`src/rtl/mix_columns_pkg.sv`:
```
// Shared constants and GF(2^8) helpers for the AES MixColumns stage.
package mix_columns_pkg;

  localparam int unsigned AES_BLOCK_WIDTH = 128;
  localparam int unsigned AES_CPU_WIDTH   = 32;
  localparam int unsigned AES_PNTR_WIDTH  = 2;

  localparam logic [7:0] AES_POLY_REDUCE = 8'h1B;

  localparam int unsigned DBG_W          = 3;
  localparam int unsigned DBG_RD_XFER    = 0;
  localparam int unsigned DBG_IN_STALL   = 1;
  localparam int unsigned DBG_CNTR_WRAP  = 2;

  typedef enum logic {
    RD_SEL_PNTR_CNTR = 1'b0,
    RD_SEL_DEBUG     = 1'b1
  } rd_sel_e;

  typedef logic [31:0] word_t;

  function automatic logic [7:0] xtime(input logic [7:0] b);
    return {b[6:0], 1'b0} ^ (b[7] ? AES_POLY_REDUCE : 8'h00);
  endfunction

endpackage

```
`src/rtl/mix_columns_if.sv`:
```
// Upstream/downstream valid-ready bus of the MixColumns stage.
interface mix_columns_if
  import mix_columns_pkg::*;
#(
  parameter int unsigned BLOCK_DATA_WIDTH = AES_BLOCK_WIDTH,
  parameter int unsigned PNTR_W           = AES_PNTR_WIDTH
);
  logic [BLOCK_DATA_WIDTH-1:0] data_in;
  logic                        data_in_vld;
  logic                        data_in_last;
  logic                        data_in_rdy;
  logic [PNTR_W-1:0]           pntr_num_in;
  logic [BLOCK_DATA_WIDTH-1:0] data_out;
  logic                        data_out_vld;
  logic                        data_out_rdy;
  logic [PNTR_W-1:0]           pntr_num_out;

  modport master (
    output data_in, data_in_vld, data_in_last, pntr_num_in, data_out_rdy,
    input  data_in_rdy, data_out, data_out_vld, pntr_num_out
  );

  modport slave (
    input  data_in, data_in_vld, data_in_last, pntr_num_in, data_out_rdy,
    output data_in_rdy, data_out, data_out_vld, pntr_num_out
  );
endinterface

```
`src/rtl/mix_columns_single_column.sv`:
```
// One MixColumns column: {02 03 01 01} circulant over GF(2^8), xtime supplied precomputed.
module mix_single_column
  import mix_columns_pkg::*;
(
  input  word_t col_in,
  input  word_t col_xt,
  input  logic  bypass,
  output word_t col_out
);
  logic [7:0] a0, a1, a2, a3;
  logic [7:0] x0, x1, x2, x3;
  logic [7:0] r0, r1, r2, r3;

  always_comb begin
    {a0, a1, a2, a3} = col_in;
    {x0, x1, x2, x3} = col_xt;
    // 3a is formed as xtime(a) ^ a
    r0 = x0 ^ (x1 ^ a1) ^ a2 ^ a3;
    r1 = a0 ^ x1 ^ (x2 ^ a2) ^ a3;
    r2 = a0 ^ a1 ^ x2 ^ (x3 ^ a3);
    r3 = (x0 ^ a0) ^ a1 ^ a2 ^ x3;
    col_out = bypass ? col_in : {r0, r1, r2, r3};
  end
endmodule

```
`src/rtl/mix_columns.sv`:
```
// AES-128 MixColumns round stage: two-stage valid/ready pipeline with per-tag counters and debug bits.
module mix_columns
  import mix_columns_pkg::*;
#(
  parameter int unsigned BLOCK_DATA_WIDTH = AES_BLOCK_WIDTH,
  parameter int unsigned CPU_DATA_WIDTH   = AES_CPU_WIDTH,
  parameter int unsigned PNTR_W           = AES_PNTR_WIDTH
) (
  input  logic                      clk,
  input  logic                      reset,
  mix_columns_if.slave              bus,
  input  logic                      cpu_rd,
  input  logic                      cpu_rd_sel,
  output logic [CPU_DATA_WIDTH-1:0] cpu_rd_data
);
  localparam int unsigned NCOL   = BLOCK_DATA_WIDTH / 32;
  localparam int unsigned NBYTE  = BLOCK_DATA_WIDTH / 8;
  localparam int unsigned NTAG   = 2 ** PNTR_W;
  localparam int unsigned CNTR_W = NTAG * 8;

  logic                        s1_vld_q, s1_vld_d;
  logic [BLOCK_DATA_WIDTH-1:0] s1_data_q, s1_data_d;
  logic [BLOCK_DATA_WIDTH-1:0] s1_xt_q, s1_xt_d;
  logic                        s1_last_q, s1_last_d;
  logic [PNTR_W-1:0]           s1_pntr_q, s1_pntr_d;
  logic                        s2_vld_q, s2_vld_d;
  logic [BLOCK_DATA_WIDTH-1:0] s2_data_q, s2_data_d;
  logic [PNTR_W-1:0]           s2_pntr_q, s2_pntr_d;
  logic [CNTR_W-1:0]           cntr_q, cntr_d;
  logic [DBG_W-1:0]            dbg_q, dbg_d;
  logic [CPU_DATA_WIDTH-1:0]   rd_data_q, rd_data_d;

  logic                        s1_load, s2_load, in_xfer, rd_clr;
  logic [DBG_W-1:0]            dbg_set;
  logic [BLOCK_DATA_WIDTH-1:0] mixed;

  for (genvar c = 0; c < NCOL; c++) begin : g_col
    mix_single_column u_mix (
      .col_in (s1_data_q[BLOCK_DATA_WIDTH-1-32*c -: 32]),
      .col_xt (s1_xt_q[BLOCK_DATA_WIDTH-1-32*c -: 32]),
      .bypass (s1_last_q),
      .col_out(mixed[BLOCK_DATA_WIDTH-1-32*c -: 32])
    );
  end

  always_comb begin
    s2_load   = ~s2_vld_q | bus.data_out_rdy;
    s1_load   = ~s1_vld_q | s2_load;
    in_xfer   = bus.data_in_vld & s1_load;

    s1_vld_d  = s1_vld_q;
    s1_data_d = s1_data_q;
    s1_xt_d   = s1_xt_q;
    s1_last_d = s1_last_q;
    s1_pntr_d = s1_pntr_q;
    s2_vld_d  = s2_vld_q;
    s2_data_d = s2_data_q;
    s2_pntr_d = s2_pntr_q;
    cntr_d    = cntr_q;
    dbg_set   = '0;
    rd_data_d = rd_data_q;

    if (s1_load) s1_vld_d = bus.data_in_vld;
    if (in_xfer) begin
      s1_data_d = bus.data_in;
      s1_last_d = bus.data_in_last;
      s1_pntr_d = bus.pntr_num_in;
      for (int unsigned i = 0; i < NBYTE; i++)
        s1_xt_d[i*8 +: 8] = xtime(bus.data_in[i*8 +: 8]);
    end

    // Data/tag only move with a valid block so a drained output keeps its last value.
    if (s2_load) s2_vld_d = s1_vld_q;
    if (s2_load && s1_vld_q) begin
      s2_data_d = mixed;
      s2_pntr_d = s1_pntr_q;
    end

    for (int unsigned t = 0; t < NTAG; t++) begin
      if (in_xfer && bus.pntr_num_in == PNTR_W'(t)) begin
        if (cntr_q[t*8 +: 8] == 8'hFF) dbg_set[DBG_CNTR_WRAP] = 1'b1;
        cntr_d[t*8 +: 8] = cntr_q[t*8 +: 8] + 8'd1;
      end
    end

    dbg_set[DBG_RD_XFER]  = cpu_rd & in_xfer;
    dbg_set[DBG_IN_STALL] = bus.data_in_vld & ~s1_load;
    rd_clr = cpu_rd & (rd_sel_e'(cpu_rd_sel) == RD_SEL_DEBUG);
    // A set arriving with the read-clear survives it.
    dbg_d  = (rd_clr ? '0 : dbg_q) | dbg_set;

    if (cpu_rd) begin
      if (rd_sel_e'(cpu_rd_sel) == RD_SEL_DEBUG) begin
        rd_data_d = '0;
        rd_data_d[DBG_W-1:0] = dbg_q;
      end else begin
        rd_data_d = CPU_DATA_WIDTH'(cntr_q);
      end
    end
  end

  always_ff @(posedge clk or posedge reset) begin
    if (reset) begin
      s1_vld_q  <= 1'b0;
      s1_data_q <= '0;
      s1_xt_q   <= '0;
      s1_last_q <= 1'b0;
      s1_pntr_q <= '0;
      s2_vld_q  <= 1'b0;
      s2_data_q <= '0;
      s2_pntr_q <= '0;
      cntr_q    <= '0;
      dbg_q     <= '0;
      rd_data_q <= '0;
    end else begin
      s1_vld_q  <= s1_vld_d;
      s1_data_q <= s1_data_d;
      s1_xt_q   <= s1_xt_d;
      s1_last_q <= s1_last_d;
      s1_pntr_q <= s1_pntr_d;
      s2_vld_q  <= s2_vld_d;
      s2_data_q <= s2_data_d;
      s2_pntr_q <= s2_pntr_d;
      cntr_q    <= cntr_d;
      dbg_q     <= dbg_d;
      rd_data_q <= rd_data_d;
    end
  end

  assign bus.data_in_rdy  = s1_load;
  assign bus.data_out     = s2_data_q;
  assign bus.data_out_vld = s2_vld_q;
  assign bus.pntr_num_out = s2_pntr_q;
  assign cpu_rd_data      = rd_data_q;

endmodule
```
`src/flat_wrapper.sv`:
```
// flat-port wrapper written by rule: the top's interface ports become plain ports
module mix_columns_flat import mix_columns_pkg::*;
#(
  parameter int unsigned BLOCK_DATA_WIDTH = AES_BLOCK_WIDTH,
  parameter int unsigned CPU_DATA_WIDTH   = AES_CPU_WIDTH,
  parameter int unsigned PNTR_W           = AES_PNTR_WIDTH
)
  (clk, reset, cpu_rd, cpu_rd_sel, cpu_rd_data, bus_data_in, bus_data_in_vld, bus_data_in_last, bus_pntr_num_in, bus_data_out_rdy, bus_data_in_rdy, bus_data_out, bus_data_out_vld, bus_pntr_num_out);
  mix_columns_if #(.BLOCK_DATA_WIDTH(BLOCK_DATA_WIDTH), .PNTR_W(PNTR_W)) bus_i ();
  input  logic clk;
  input  logic reset;
  input  logic cpu_rd;
  input  logic cpu_rd_sel;
  output logic [CPU_DATA_WIDTH-1:0] cpu_rd_data;
  input wire logic [$bits(bus_i.data_in)-1:0] bus_data_in;
  input wire logic [$bits(bus_i.data_in_vld)-1:0] bus_data_in_vld;
  input wire logic [$bits(bus_i.data_in_last)-1:0] bus_data_in_last;
  input wire logic [$bits(bus_i.pntr_num_in)-1:0] bus_pntr_num_in;
  input wire logic [$bits(bus_i.data_out_rdy)-1:0] bus_data_out_rdy;
  output wire logic [$bits(bus_i.data_in_rdy)-1:0] bus_data_in_rdy;
  output wire logic [$bits(bus_i.data_out)-1:0] bus_data_out;
  output wire logic [$bits(bus_i.data_out_vld)-1:0] bus_data_out_vld;
  output wire logic [$bits(bus_i.pntr_num_out)-1:0] bus_pntr_num_out;
  assign bus_i.data_in = bus_data_in;
  assign bus_i.data_in_vld = bus_data_in_vld;
  assign bus_i.data_in_last = bus_data_in_last;
  assign bus_i.pntr_num_in = bus_pntr_num_in;
  assign bus_i.data_out_rdy = bus_data_out_rdy;
  assign bus_data_in_rdy = bus_i.data_in_rdy;
  assign bus_data_out = bus_i.data_out;
  assign bus_data_out_vld = bus_i.data_out_vld;
  assign bus_pntr_num_out = bus_i.pntr_num_out;
  mix_columns #(.BLOCK_DATA_WIDTH(BLOCK_DATA_WIDTH), .CPU_DATA_WIDTH(CPU_DATA_WIDTH), .PNTR_W(PNTR_W)) u_core (.clk(clk), .reset(reset), .bus(bus_i), .cpu_rd(cpu_rd), .cpu_rd_sel(cpu_rd_sel), .cpu_rd_data(cpu_rd_data));
endmodule
```
`config.mk`:
```
export PLATFORM = sky130hd
export DESIGN_NAME = mix_columns_flat
export DESIGN_NICKNAME = d
export VERILOG_FILES = /design/src/rtl/mix_columns_pkg.sv /design/src/rtl/mix_columns_if.sv /design/src/rtl/mix_columns_single_column.sv /design/src/rtl/mix_columns.sv /design/src/flat_wrapper.sv
export SDC_FILE = /design/constraint.sdc
export NUM_CORES = 1
export LEC_CHECK = 0
export ABC_AREA = 1
export BUFFER_PORTS_ARGS = -buffer_cell sky130_fd_sc_hd__clkbuf_2
export CAP_MARGIN = 20
export CELL_PAD_IN_SITES_DETAIL_PLACEMENT = 1
export CELL_PAD_IN_SITES_GLOBAL_PLACEMENT = 1
export CORE_AREA = 2 2 295 297
export DETAILED_ROUTE_END_ITERATION = 6
export DIE_AREA = 0 0 297 299
export PLACE_DENSITY_LB_ADDON = 0.1
export SYNTH_ARGS = -nofsm -noshare
export SYNTH_HDL_FRONTEND = slang
export SYNTH_SLANG_ARGS = --single-unit
```
`constraint.sdc`:
```
create_clock -name clk -period 14.85 [get_ports clk]
set_clock_uncertainty 0.05 [all_clocks]
set_input_delay 2.97 -clock clk [delete_from_list [all_inputs] [get_ports clk]]
set_output_delay 2.97 -clock clk [all_outputs]
set_load 0.05 [all_outputs]
```
Word level (Yosys, flattened, before mapping):

Cells that the tools add are included.

* $add $sub $neg: 4
* bitwise operators: 90
* eq/ne operators: 7
* reduce and logical (&&, ||, !) cells: 6
* mux-type cells: 30

Operators with widths (number)
* $xor A8 B8 Y8: 80
* $mux W32: 5
* $mux W5: 16
* $add A8 B1 Y8 const B: 4
* $eq A8 B8 Y1 const B: 4
* $mux W1: 8
* $logic_and A1 B1 Y1: 5
* $and A1 B1 Y1: 4
* $eq A2 B2 Y1 const B: 2
* $mux W3: 1
* $not A1 Y1: 3
* $or A3 B3 Y3: 1
* $eq A2 B1 Y1 const B: 1
* $logic_not A2 Y1: 1
* $or A1 B1 Y1: 2

* input port bits: 137
* output and inout bits: 164
* register bits: 458

Longest topological paths before layout:

Gate-level depths: netlist of run 1.

* depth after elaboration: 13
* mapped depth: 11
* gate-level depth less buffers: 10

By module:

A second synthesis of run 1 with hierarchy kept.

* cells, all modules: 3187
* area total of the unflattened synthesis: 22939.5 um2

Modules (own cells, without submodules)
* mix_columns: cells an instance 1299, instances 1, area each 14916.8 um2, sequential area each 9459.1 um2
* mix_single_column: cells an instance 472, instances 4, area each 2005.7 um2, sequential area each 0.0 um2

Worst setup path after synthesis of run 1:

Ideal clock, no wire load.

* kind: in2out
* start point: input bus_data_out_rdy
* end point: output bus_data_in_rdy
* path slack: 8.473 ns
* stages on the path: 2
* arrival time: 3.357 ns
* path through: inv_1 -> nand3_2

* word-level cells in the longest chain between the ends: 2

Ends and longest elaborated chain
* from (decl): line flat_wrapper.sv:19 `input wire logic [$bits(bus_i.data_out_rdy)-1:0] bus_data_out_rdy;`
* $or A1 B1 Y1: line mix_columns.sv:47 `s2_load = ~s2_vld_q | bus.data_out_rdy;`
* $or A1 B1 Y1: line mix_columns.sv:48 `s1_load = ~s1_vld_q | s2_load;`
* to (decl): line flat_wrapper.sv:20 `output wire logic [$bits(bus_i.data_in_rdy)-1:0] bus_data_in_rdy;`

Every way passes these cells.

Worst setup path in the final report of run 1:

Same ends and word-level chain as after synthesis.

==> out/metrics.cfg, run 1 <==
[clocking]
cts_made_buffers = 50
clock_latency_ns = 0.59
cts_hold_buf = 0
h-tree-depth = 2
clockRootBuffer = clkbuf_16
path_clk_slew_ns = 0.05
cts_setup_buffers = 0
post_cts_resized = 0
tritoncts = built
cts_buffer_depth = 3
clock_sinks = 378

[global_route]
track_usage = 0.177
antenna_found_initial = 4
grt_pass1_vias = 21900
overflow = 0
grt_pass1_wl_mm = 126
grt_max_degree = 176

[synth]
synthTopCellsByArea = dfrtp_1 44%, nand2_1 22%, nand3_1 5.9%
synth_compound_area_frac = 0.106
synth_top_family_by_area = simple AND/OR/NAND/NOR gates
synth-simple-area-share = 0.317
netlist_instances = 3018
yosys_warnings = 0
yosysSeqAreaShare = 0.444
synthMuxAreaShare = 0
ys_ff_latch = 378
syn_area_per_cell_um2 = 7.05
syn_nets = 3159
synth_cell_types = 28
yosysTopAreaCellShare = 0.444
synth_xor_area_frac = 0.0588
synth_top_area_cell = dfrtp_1
netlist_area_um2 = 21300
synth_fa_ha_area_frac = 0.00235

[worst_setup_path]
path_class = in2out
crit_path_max_incr_delay_ns = 0.30
critPathLaunchType = input pin
critical-path-top-delay-family = buffers and inverters
crit_fanout = 8
reg2reg_slack_ns = 11.02
reg2reg_to = u_core.s1_xt_q[81]
endpoint_kind = output pin
required_ns = 11.83
r2r_cells = 7
path_cells = clkbuf_2 -> inv_1 -> nand3_2 -> clkbuf_2
cp_common_cell = clkbuf_2
critPathArrivalTime_ns = 3.59
reg2reg_from = u_core.s1_vld_q
path_buf_inv = 3
cp_slowest_cell = clkbuf_2

[placed_design]
portBuffers = 300
place_congestion = 0.807
hpwl_mm = 56.7
placed_area_um2 = 23800

[timing]
hold_viol_final = 0
rsz0062_at_grt = false
drv_slew = 0
tightestPinTransition_ns = 0.986
setup_tns_ns = 0
setup_violations = 0
slew_headroom = 0.343
finalCriticalPeriod_ns = 6.61
finalCritPeriodShare = 0.445
max_freq_mhz = 151

[finish]
layout_commonest_cell = nand2_1
layout_common_cells = 1230 x nand2_1, 377 x dfrtp_1, 300 x clkbuf_2
drive_above_1_share = 0.120
stdcell_area_um2 = 25500
final_nets = 3398
area_growth_pct = 19.7
antennaDiodeCount = 0

[routing]
drt_iter0_drc = 803
route.vias.total = 20600
dr.pass1.iters = 4
drc = 0
finalWirelength_mm = 79.6
met1_length_mm = 37.7
highest_layer = met4
wl_met3_mm = 2.73
via_per_inst = 4.63
drtAntennaViolNets = 0
wl_per_cell_um = 17.9
wl_met2_mm = 37.8

[power]
ir_worst_vdd_v = 0.0000765
sw_frac_of_total = 0.452
p_per_area_nw_per_um2 = 176
seq_power_share = 0.344
share_comb_of_total_power = 0.388
p_leak_uw = 0.0135
pwr-share-clk = 0.268
p_int_uw = 2460
switchingPower_uw = 2030

[floorplan]
die_area_um2 = 88800
die_x_um = 297
rows = 108
fp.dieH_um = 299
initial_core_util = 0.248
ioPinCount = 301
core_um2 = 85900

[outcome]
status = complete, no violations

[hold_path]
min-delay-start = u_core.bus.data_out[41]
hold_depth = 2
hp-class = reg2reg
hold_path_end = u_core.bus.data_out[41]

[job]
maxCapViolations = 0

## worst min-delay path, stage by stage (launching register included)
cell and delay, ns:
dfrtp_1 0.34, nand2_1 0.05, nand2_1 0.05
## cell type report
cell class	instances	area, um2
Clock inverter	13	125
Timing Repair Buffer	312	1640
Inverter	270	1030
Fill cell	10700	60500
Multi-Input combinational cell	2245	10300
Tap cell	1155	1450
Sequential cell	378	9460
Clock buffer	74	1460
## through the flow
step | util | total power [uW] | setup slack, ns | cells | hold slack (ns)
2_1_floorplan | - | 2790 | 1.33 | 3018 | 0.392
3_3_place_gp | 0.278 | 3280 | 8.25 | 4358 | 0.413
3_5_place_dp | 0.278 | 3320 | 8.24 | 4358 | 0.415
4_1_cts | 0.296 | 4580 | 8.23 | 4445 | 0.431
5_1_grt | 0.296 | 4810 | 8.19 | 4447 | 0.448
6_report | 0.296 | 4480 | 8.24 | 4447 | 0.426
## cell usage after synthesis
cell,count
a21o_1,1
dfrtp_1,378
buf_2,33
o211ai_1,1
xor2_1,92
nand3b_1,39
o21ai_1,1
o21ai_0,215
clkinv_1,2
clkbuf_1,88
inv_2,2
nor3_1,4
nand2_1,1231
ha_1,4
nand4_1,8
a31oi_1,48
or2_2,3
xnor2_1,51
nor2_1,127
nand3_2,1
o221ai_1,2
a21oi_1,165
buf_6,1
o22ai_1,2
nand2_4,1
inv_1,266
buf_1,3
nand3_1,249
## how the worst max path moves through the flow
stage / from / end / slack, ns / cells past startpoint
2_1_floorplan: reset / u_core.bus.data_out[0] / 1.33 / 1
3_3_place_gp: bus_data_out_rdy / bus_data_in_rdy / 8.25 / 4
3_5_place_dp: bus_data_out_rdy / bus_data_in_rdy / 8.24 / 4
4_1_cts: bus_data_out_rdy / bus_data_in_rdy / 8.23 / 4
5_1_grt: bus_data_out_rdy / bus_data_in_rdy / 8.19 / 4
6_report: bus_data_out_rdy / bus_data_in_rdy / 8.24 / 4
## state kept, by name, indices dropped and copies added (netlist names)
name and cells:
u_core.s1_vld_q 1, u_core.s1_last_q 1, u_core.cntr_q 32, u_core.cpu_rd_data 32, u_core.s1_pntr_q 2, u_core.s1_xt_q 127
u_core.dbg_q 3, u_core.bus.data_out_vld 1, u_core.s1_data_q 49, u_core.bus.data_out 128, u_core.bus.pntr_num_out 2
## per-layer routing
layer  global-route usage  vias to the layer above
met5                    0                        -
li1                     -                    10000
met2                0.301                      276
met3               0.0282                       84
met1                0.238                    10200
met4               0.0364                        0
## power by group through the flow
stage	clock network [uW]	registers [uW]	logic, uW
4_1_cts	1260	1550	1770
5_1_grt	1290	1580	1930
3_5_place_dp	0	1560	1760
2_1_floorplan	0	1970	820
3_3_place_gp	0	1560	1730
6_report	1200	1540	1740
## kinds of logic (layout without fill, tap and decap cells)
group                    after synthesis  count (layout)
XOR/XNOR                             143             143
adder cells (fa/ha/maj)                4               4
AO/OA/AOI/OAI                        435             435
flip-flops                           378             378
buffers and inverters                395             669
AND/OR/NAND/NOR                     1663            1663
No activity file was read; power rests on OpenSTA's default activity.
==> run 2, diff against run 1 <==
ABC_AREA = 0   (was 1)
CORE_AREA = 2 2 287 289   (was 2 2 295 297)
DIE_AREA = 0 0 289 291   (was 0 0 297 299)
clock period = 5.9 ns   (was 14.85 ns; I/O delays follow)
==> out/metrics.cfg, run 2 <==
[worst_setup_path]
endpoint_kind = output pin  ; unchanged
crit_fanout = 8  ; unchanged
cp_slowest_cell = and3b_1  ; was clkbuf_2
path_buf_inv = 3  ; unchanged
path_class = in2out  ; unchanged
critPathLaunchType = input pin  ; unchanged
cp_common_cell = clkbuf_2  ; unchanged
required_ns = 4.67  ; was 11.83 ns
critical-path-top-delay-family = buffers and inverters  ; unchanged
path_cells = clkbuf_2 -> and3b_1 -> clkinv_4 -> clkbuf_2  ; was clkbuf_2 -> inv_1 -> nand3_2 -> clkbuf_2
critPathArrivalTime_ns = 2.17  ; was 3.59 ns
r2r_cells = 5  ; was 7
crit_path_max_incr_delay_ns = 0.42  ; was 0.30 ns
cp.depth = 4  ; unchanged

[synth]
yosys_warnings = 0  ; unchanged
netlist_instances = 1942  ; was 3018
netlist_area_um2 = 20100  ; was 21300 um2
ys_ff_latch = 378  ; unchanged
synth.most_common_cell = nand2_1  ; unchanged
yosysSeqAreaShare = 0.471  ; was 0.444
synthTopCellsByArea = dfrtp_1 47%, nand2_1 11%, xnor3_1 11%  ; was dfrtp_1 44%, nand2_1 22%, nand3_1 5.9%
synth_cell_types = 44  ; was 28
async_reset_ff_frac = 1.00  ; unchanged
yosysTopAreaCellShare = 0.471  ; was 0.444
synth_edf_count = 0  ; unchanged
ys.flop_type = dfrtp_1  ; unchanged
synth_common_cells = 614 x nand2_1, 378 x dfrtp_1, 174 x o21ai_0  ; was 1231 x nand2_1, 378 x dfrtp_1, 266 x inv_1
syn_nets = 2083  ; was 3159
synth_top_area_cell = dfrtp_1  ; unchanged
syn_area_per_cell_um2 = 10.3  ; was 7.05 um2

[clocking]
clock_latency_ns = 0.61  ; was 0.59 ns
clockRootBuffer = clkbuf_16  ; unchanged
cts_hold_buf = 0  ; unchanged
tritoncts = built  ; unchanged
cts_buffer_depth = 3  ; unchanged
post_cts_resized = 0  ; unchanged
cts_setup_buffers = 0  ; unchanged
cts_made_buffers = 51  ; was 50
clock_sinks = 378  ; unchanged
h-tree-depth = 2  ; unchanged
path_clk_slew_ns = 0.06  ; was 0.05 ns

[finish]
layout_common_cells = 613 x nand2_1, 377 x dfrtp_1, 300 x clkbuf_2  ; was 1230 x nand2_1, 377 x dfrtp_1, 300 x clkbuf_2
layout_commonest_cell = nand2_1  ; unchanged
final_nets = 2309  ; was 3398
area_growth_pct = 20.7  ; was 19.7%
antennaDiodeCount = 0  ; unchanged
drive_above_1_share = 0.192  ; was 0.120
nFillCells = 9240  ; was 10700
seq_area_um2 = 9460  ; unchanged
largest_reg_flops = 128  ; unchanged
multiInputGateArea_um2 = 9910  ; was 10300 um2

[power]
p_int_uw = 6870  ; was 2460 uW
p_per_area_nw_per_um2 = 489  ; was 176 nW/um2
share_comb_of_total_power = 0.397  ; was 0.388
seq_power_share = 0.332  ; was 0.344
p_leak_uw = 0.0119  ; was 0.0135 uW
switchingPower_uw = 4990  ; was 2030 uW
sw_frac_of_total = 0.421  ; was 0.452
total_power_uw = 11900  ; was 4480 uW
pwr-share-clk = 0.271  ; was 0.268
ir_worst_vdd_v = 0.000228  ; was 0.0000765 V

[routing]
drc = 0  ; unchanged
dr.pass1.iters = 4  ; unchanged
drt_iter0_drc = 520  ; was 803
route.vias.total = 14100  ; was 20600
finalWirelength_mm = 63.1  ; was 79.6 mm
wl_per_cell_um = 19.2  ; was 17.9 um
via_per_inst = 4.30  ; was 4.63
drtAntennaViolNets = 0  ; unchanged

[timing]
tightestPinTransition_ns = 1.02  ; was 0.986 ns
hold_viol_final = 0  ; unchanged
worst_slack_ns = 2.50  ; was 8.24 ns
rsz0062_at_grt = false  ; unchanged
slew_headroom = 0.318  ; was 0.343
finalCritPeriodShare = 0.577
finalCriticalPeriod_ns = 3.40
setup_violations = 0  ; unchanged
drv_slew = 0  ; unchanged
max_freq_mhz = 294

[global_route]
grt_pass1_vias = 15400  ; was 21900
antenna_found_initial = 9  ; was 4
grt_max_degree = 131  ; was 176
track_usage = 0.150  ; was 0.177
overflow = 0  ; unchanged
grt_pass1_wl_mm = 97.1  ; was 126 mm

[floorplan]
ioPinCount = 301  ; unchanged
die_x_um = 289  ; was 297 um
initial_core_util = 0.247  ; was 0.248
die_area_um2 = 84100  ; was 88800 um2
fp.dieH_um = 291  ; was 299 um
rows = 105  ; was 108
core_um2 = 81200  ; was 85900 um2

[hold_path]
hp-class = reg2reg  ; unchanged
hold_depth = 2  ; unchanged

[placed_design]
place_ws_ns = 2.37  ; was 8.24 ns
place_congestion = 0.767  ; was 0.807
portBuffers = 300  ; unchanged
hpwl_mm = 44.6  ; was 56.7 mm

[outcome]
status = complete, no violations  ; unchanged

[job]
maxCapViolations = 0  ; unchanged

-- run 2: cell types whose count changed after synthesis, moves of 24 or more --
cell,previous run,this run
xnor3_1,0,98
nand3b_1,39,0
xnor2_1,51,171
nand2_1,1231,614
o22ai_1,2,26
nand3_1,249,9
o21ai_0,215,174
nor2_1,127,7
buf_2,33,58
a31oi_1,48,0
inv_1,266,30
a21oi_1,165,3
mux2i_1,0,111
-- run 2: final timing paths --
check	start	end	slack, ns
setup reg to reg	u_core.s1_vld_q	u_core.s1_xt_q[68]	3.34
min in group asynchronous	reset	u_core.bus.data_out[3]	0.73
hold / removal	u_core.bus.data_out[115]	u_core.bus.data_out[115]	0.43
hold reg to reg	u_core.bus.data_out[115]	u_core.bus.data_out[115]	0.43
max in group asynchronous	reset	u_core.s1_xt_q[38]	3.90
setup / recovery	bus_data_out_rdy	bus_data_in_rdy	2.50
-- run 2: cell families after synthesis --
logic type / share of synthesized area
and+or+nand+nor: 0.135
DFF: 0.471
xor gates and xnor gates: 0.233
buffers and inverters: 0.0366
AOI/OAI and AO/OA: 0.0561
muxes: 0.0665
adders and majority gates: 0.00249
-- run 2: worst min-delay path, stage by stage (launching register included) --
cell and delay, ns:
dfrtp_1 0.34, nand2_1 0.05, o21ai_0 0.06
-- run 2: area by class of cell --
class	instances	area share
Multi-Input combinational cell	1394	0.409
Timing Repair Buffer	312	0.0692
Clock inverter	18	0.00991
Clock buffer	75	0.0617
Inverter	31	0.00516
Sequential cell	378	0.390
Tap cell	1070	0.0552
-- run 2: per-stage QoR --
| step | instance area [um2] | hold slack (ns) | instances | setup TNS, ns | util |
|---|---|---|---|---|---|
| 2_1_floorplan | 20100 | 0.392 | 1942 | -154.24 | - |
| 3_3_place_gp | 22500 | 0.415 | 3185 | 0 | 0.277 |
| 3_5_place_dp | 22500 | 0.422 | 3185 | 0 | 0.277 |
| 4_1_cts | 24300 | 0.434 | 3278 | 0 | 0.299 |
| 5_1_grt | 24300 | 0.450 | 3278 | 0 | 0.299 |
| 6_report | 24300 | 0.427 | 3278 | 0 | 0.299 |
-- run 2: per-layer routing --
metal | global-route usage | share of wire | routed length, um
met5 | 0 | 0.0011 | 70
met4 | 0.0401 | 0.025 | 1590
met3 | 0.0321 | 0.046 | 2900
met2 | 0.244 | 0.47 | 29600
met1 | 0.201 | 0.46 | 28900
-- run 2: power by group through the flow --
stage	Sequential [uW]	Clock, uW	Combinational (uW)
after floorplan	5250	0	2220
after global placement	3980	0	4770
after detailed placement	4000	0	4800
after CTS	3960	3360	4820
after global routing	4050	3450	5100
final	3930	3220	4700
==> run 3, diff against run 2 <==
clock period = 3.45 ns   (was 5.9 ns; I/O delays follow)
==> out/metrics.cfg, run 3 (synthesis gave the netlist of run 2 again) <==
[worst_setup_path]
cp_slowest_cell = and3b_1  ; unchanged
crit_path_max_incr_delay_ns = 0.42  ; about the same
reg2reg_slack_ns = 1.19  ; was 3.34 ns
required_ns = 2.71  ; was 4.67 ns
critPathLaunchType = flip-flop  ; was input pin
path_cells = and3b_1 -> clkinv_4 -> clkbuf_2  ; was clkbuf_2 -> and3b_1 -> clkinv_4 -> clkbuf_2
reg2reg_from = u_core.s1_vld_q  ; unchanged
path_class = reg2out  ; was in2out
critPathArrivalTime_ns = 1.91  ; was 2.17 ns
endpoint_kind = output pin  ; unchanged
r2r_cells = 6  ; was 5
crit_fanout = 8  ; unchanged
startpoint = u_core.s1_vld_q  ; was bus_data_out_rdy

[clocking]
cts_made_buffers = 51  ; unchanged
h-tree-depth = 2  ; unchanged
cts_setup_buffers = 0  ; unchanged
tritoncts = built  ; unchanged
clockRootBuffer = clkbuf_16  ; unchanged
clock_latency_ns = 0.61  ; about the same
cts_hold_buf = 0  ; unchanged
clock_sinks = 378  ; unchanged
post_cts_resized = 0  ; unchanged
path_clk_slew_ns = 0.06  ; about the same
cts_buffer_depth = 3  ; unchanged

[finish]
nFillCells = 9224  ; was 9240
final_nets = 2331  ; was 2309
drive_above_1_share = 0.201  ; was 0.192
area_growth_pct = 22.1  ; was 20.7%
final_cell_count_no_fill = 3299  ; was 3278
layout_common_cells = 613 x nand2_1, 377 x dfrtp_1, 300 x clkbuf_2  ; unchanged
largest_reg_flops = 128  ; unchanged
layout_commonest_cell = nand2_1  ; unchanged

[floorplan]
die_area_um2 = 84100  ; unchanged
initial_core_util = 0.247  ; unchanged
core_um2 = 81200  ; unchanged
rows = 105  ; unchanged
die_x_um = 289  ; unchanged
ioPinCount = 301  ; unchanged
fp.dieH_um = 291  ; unchanged

[placed_design]
portBuffers = 300  ; unchanged
hpwl_mm = 46.8  ; was 44.6 mm
place_ws_ns = 0.790  ; was 2.37 ns
dpl.cell_count = 3207  ; was 3185
place_congestion = 0.785  ; was 0.767

[outcome]
status = complete, no violations  ; unchanged

[global_route]
antenna_found_initial = 6  ; was 9
track_usage = 0.153  ; was 0.150
grt_max_degree = 86  ; was 131
grt_pass1_vias = 15700  ; was 15400
grt_pass1_wl_mm = 99.1  ; was 97.1 mm
overflow = 0  ; unchanged

[power]
ir_worst_vdd_v = 0.000343  ; was 0.000228 V
p_int_uw = 11900  ; was 6870 uW
p_leak_uw = 0.0121  ; was 0.0119 uW
switchingPower_uw = 8530  ; was 4990 uW
p_per_area_nw_per_um2 = 833  ; was 489 nW/um2
share_comb_of_total_power = 0.397  ; about the same
seq_power_share = 0.331  ; was 0.332
sw_frac_of_total = 0.418  ; was 0.421
pwr-share-clk = 0.273  ; was 0.271

[job]
maxCapViolations = 0  ; unchanged

[timing]
hold_viol_final = 0  ; unchanged
slew_headroom = 0.352  ; was 0.318
setup_violations = 0  ; unchanged
drv_slew = 0  ; unchanged
finalCriticalPeriod_ns = 2.65
tightestPinTransition_ns = 0.971  ; was 1.02 ns
max_freq_mhz = 378
setup_tns_ns = 0  ; unchanged
finalCritPeriodShare = 0.767
rsz0062_at_grt = false  ; unchanged
worst_slack_ns = 0.804  ; was 2.50 ns

[routing]
dr.pass1.iters = 4  ; unchanged
wl_per_cell_um = 19.4  ; was 19.2 um
drt_iter0_drc = 582  ; was 520
drtAntennaViolNets = 0  ; unchanged
drc = 0  ; unchanged
finalWirelength_mm = 64.0  ; was 63.1 mm
via_per_inst = 4.27  ; was 4.30
route.vias.total = 14100  ; about the same

[hold_path]
hp-class = in2async  ; was reg2reg

run 3: changes by cell type in the layout (fill, tap and decap cells not counted), moves of 2 or more:
cell | before | now
inv_6 | 2 | 0
clkbuf_8 | 13 | 11
buf_12 | 7 | 14
buf_4 | 5 | 20
bufinv_16 | 4 | 6
clkbuf_1 | 11 | 9
run 3: path summary, 6_finish.rpt:
path	endpoint
setup / recovery	bus_data_in_rdy
hold / removal	u_core.s1_data_q[3]
setup reg to reg	u_core.s1_xt_q[21]
hold reg to reg	u_core.bus.data_out[123]
max in group asynchronous	u_core.bus.data_out[66]
min in group clk	u_core.s1_xt_q[126]
run 3: worst max-delay path, delay by kind of cell, from the launching register on:
| family | cells | cell delay (ns) |
|---|---|---|
| flops | 1 | 0.40 |
| simple gates | 1 | 0.42 |
| buf+inv | 2 | 0.47 |
run 3: per-stage QoR:
stage	total power, uW	util	cell area (um2)	hold WS [ns]
after floorplan	12800	-	20100	0.392
after global placement	15000	0.280	22800	0.416
final	20400	0.302	24500	0.0672
after CTS	20900	0.302	24500	0.0425
after global routing	21800	0.302	24500	0.0752
after detailed placement	15100	0.280	22800	0.421
run 3: cell type report:
cell class | count | area, um2 | area share
Multi-Input combinational cell | 1394 | 9910 | 0.404
Sequential cell | 378 | 9460 | 0.386
Timing Repair Buffer | 334 | 1930 | 0.0788
Clock buffer | 71 | 1460 | 0.0596
Tap cell | 1070 | 1340 | 0.0546
Clock inverter | 20 | 297 | 0.0121
Inverter | 31 | 125 | 0.00510
Antenna cell | 1 | 2.50 | 0.000102
run 3: power by group through the flow:
| stage | Sequential, uW | Clock [uW] | Combinational, uW |
|---|---|---|---|
| floorplan | 8970 | 0 | 3790 |
| detailed placement | 6880 | 0 | 8260 |
| finish | 6750 | 5570 | 8100 |
| CTS | 6810 | 5810 | 8300 |
| global placement | 6840 | 0 | 8190 |
| global route | 6960 | 5980 | 8810 |
run 3: per-layer routing:
metal / global-route usage / share of wire / wire length, um / up-vias
met2: 0.252 / 0.47 / 30200 / 244
met4: 0.0365 / 0.020 / 1260 / 4
li1: - / - / - / 6820
met3: 0.0300 / 0.049 / 3110 / 74
met1: 0.207 / 0.46 / 29300 / 6938
met5: 0 / 0.00028 / 18 / -
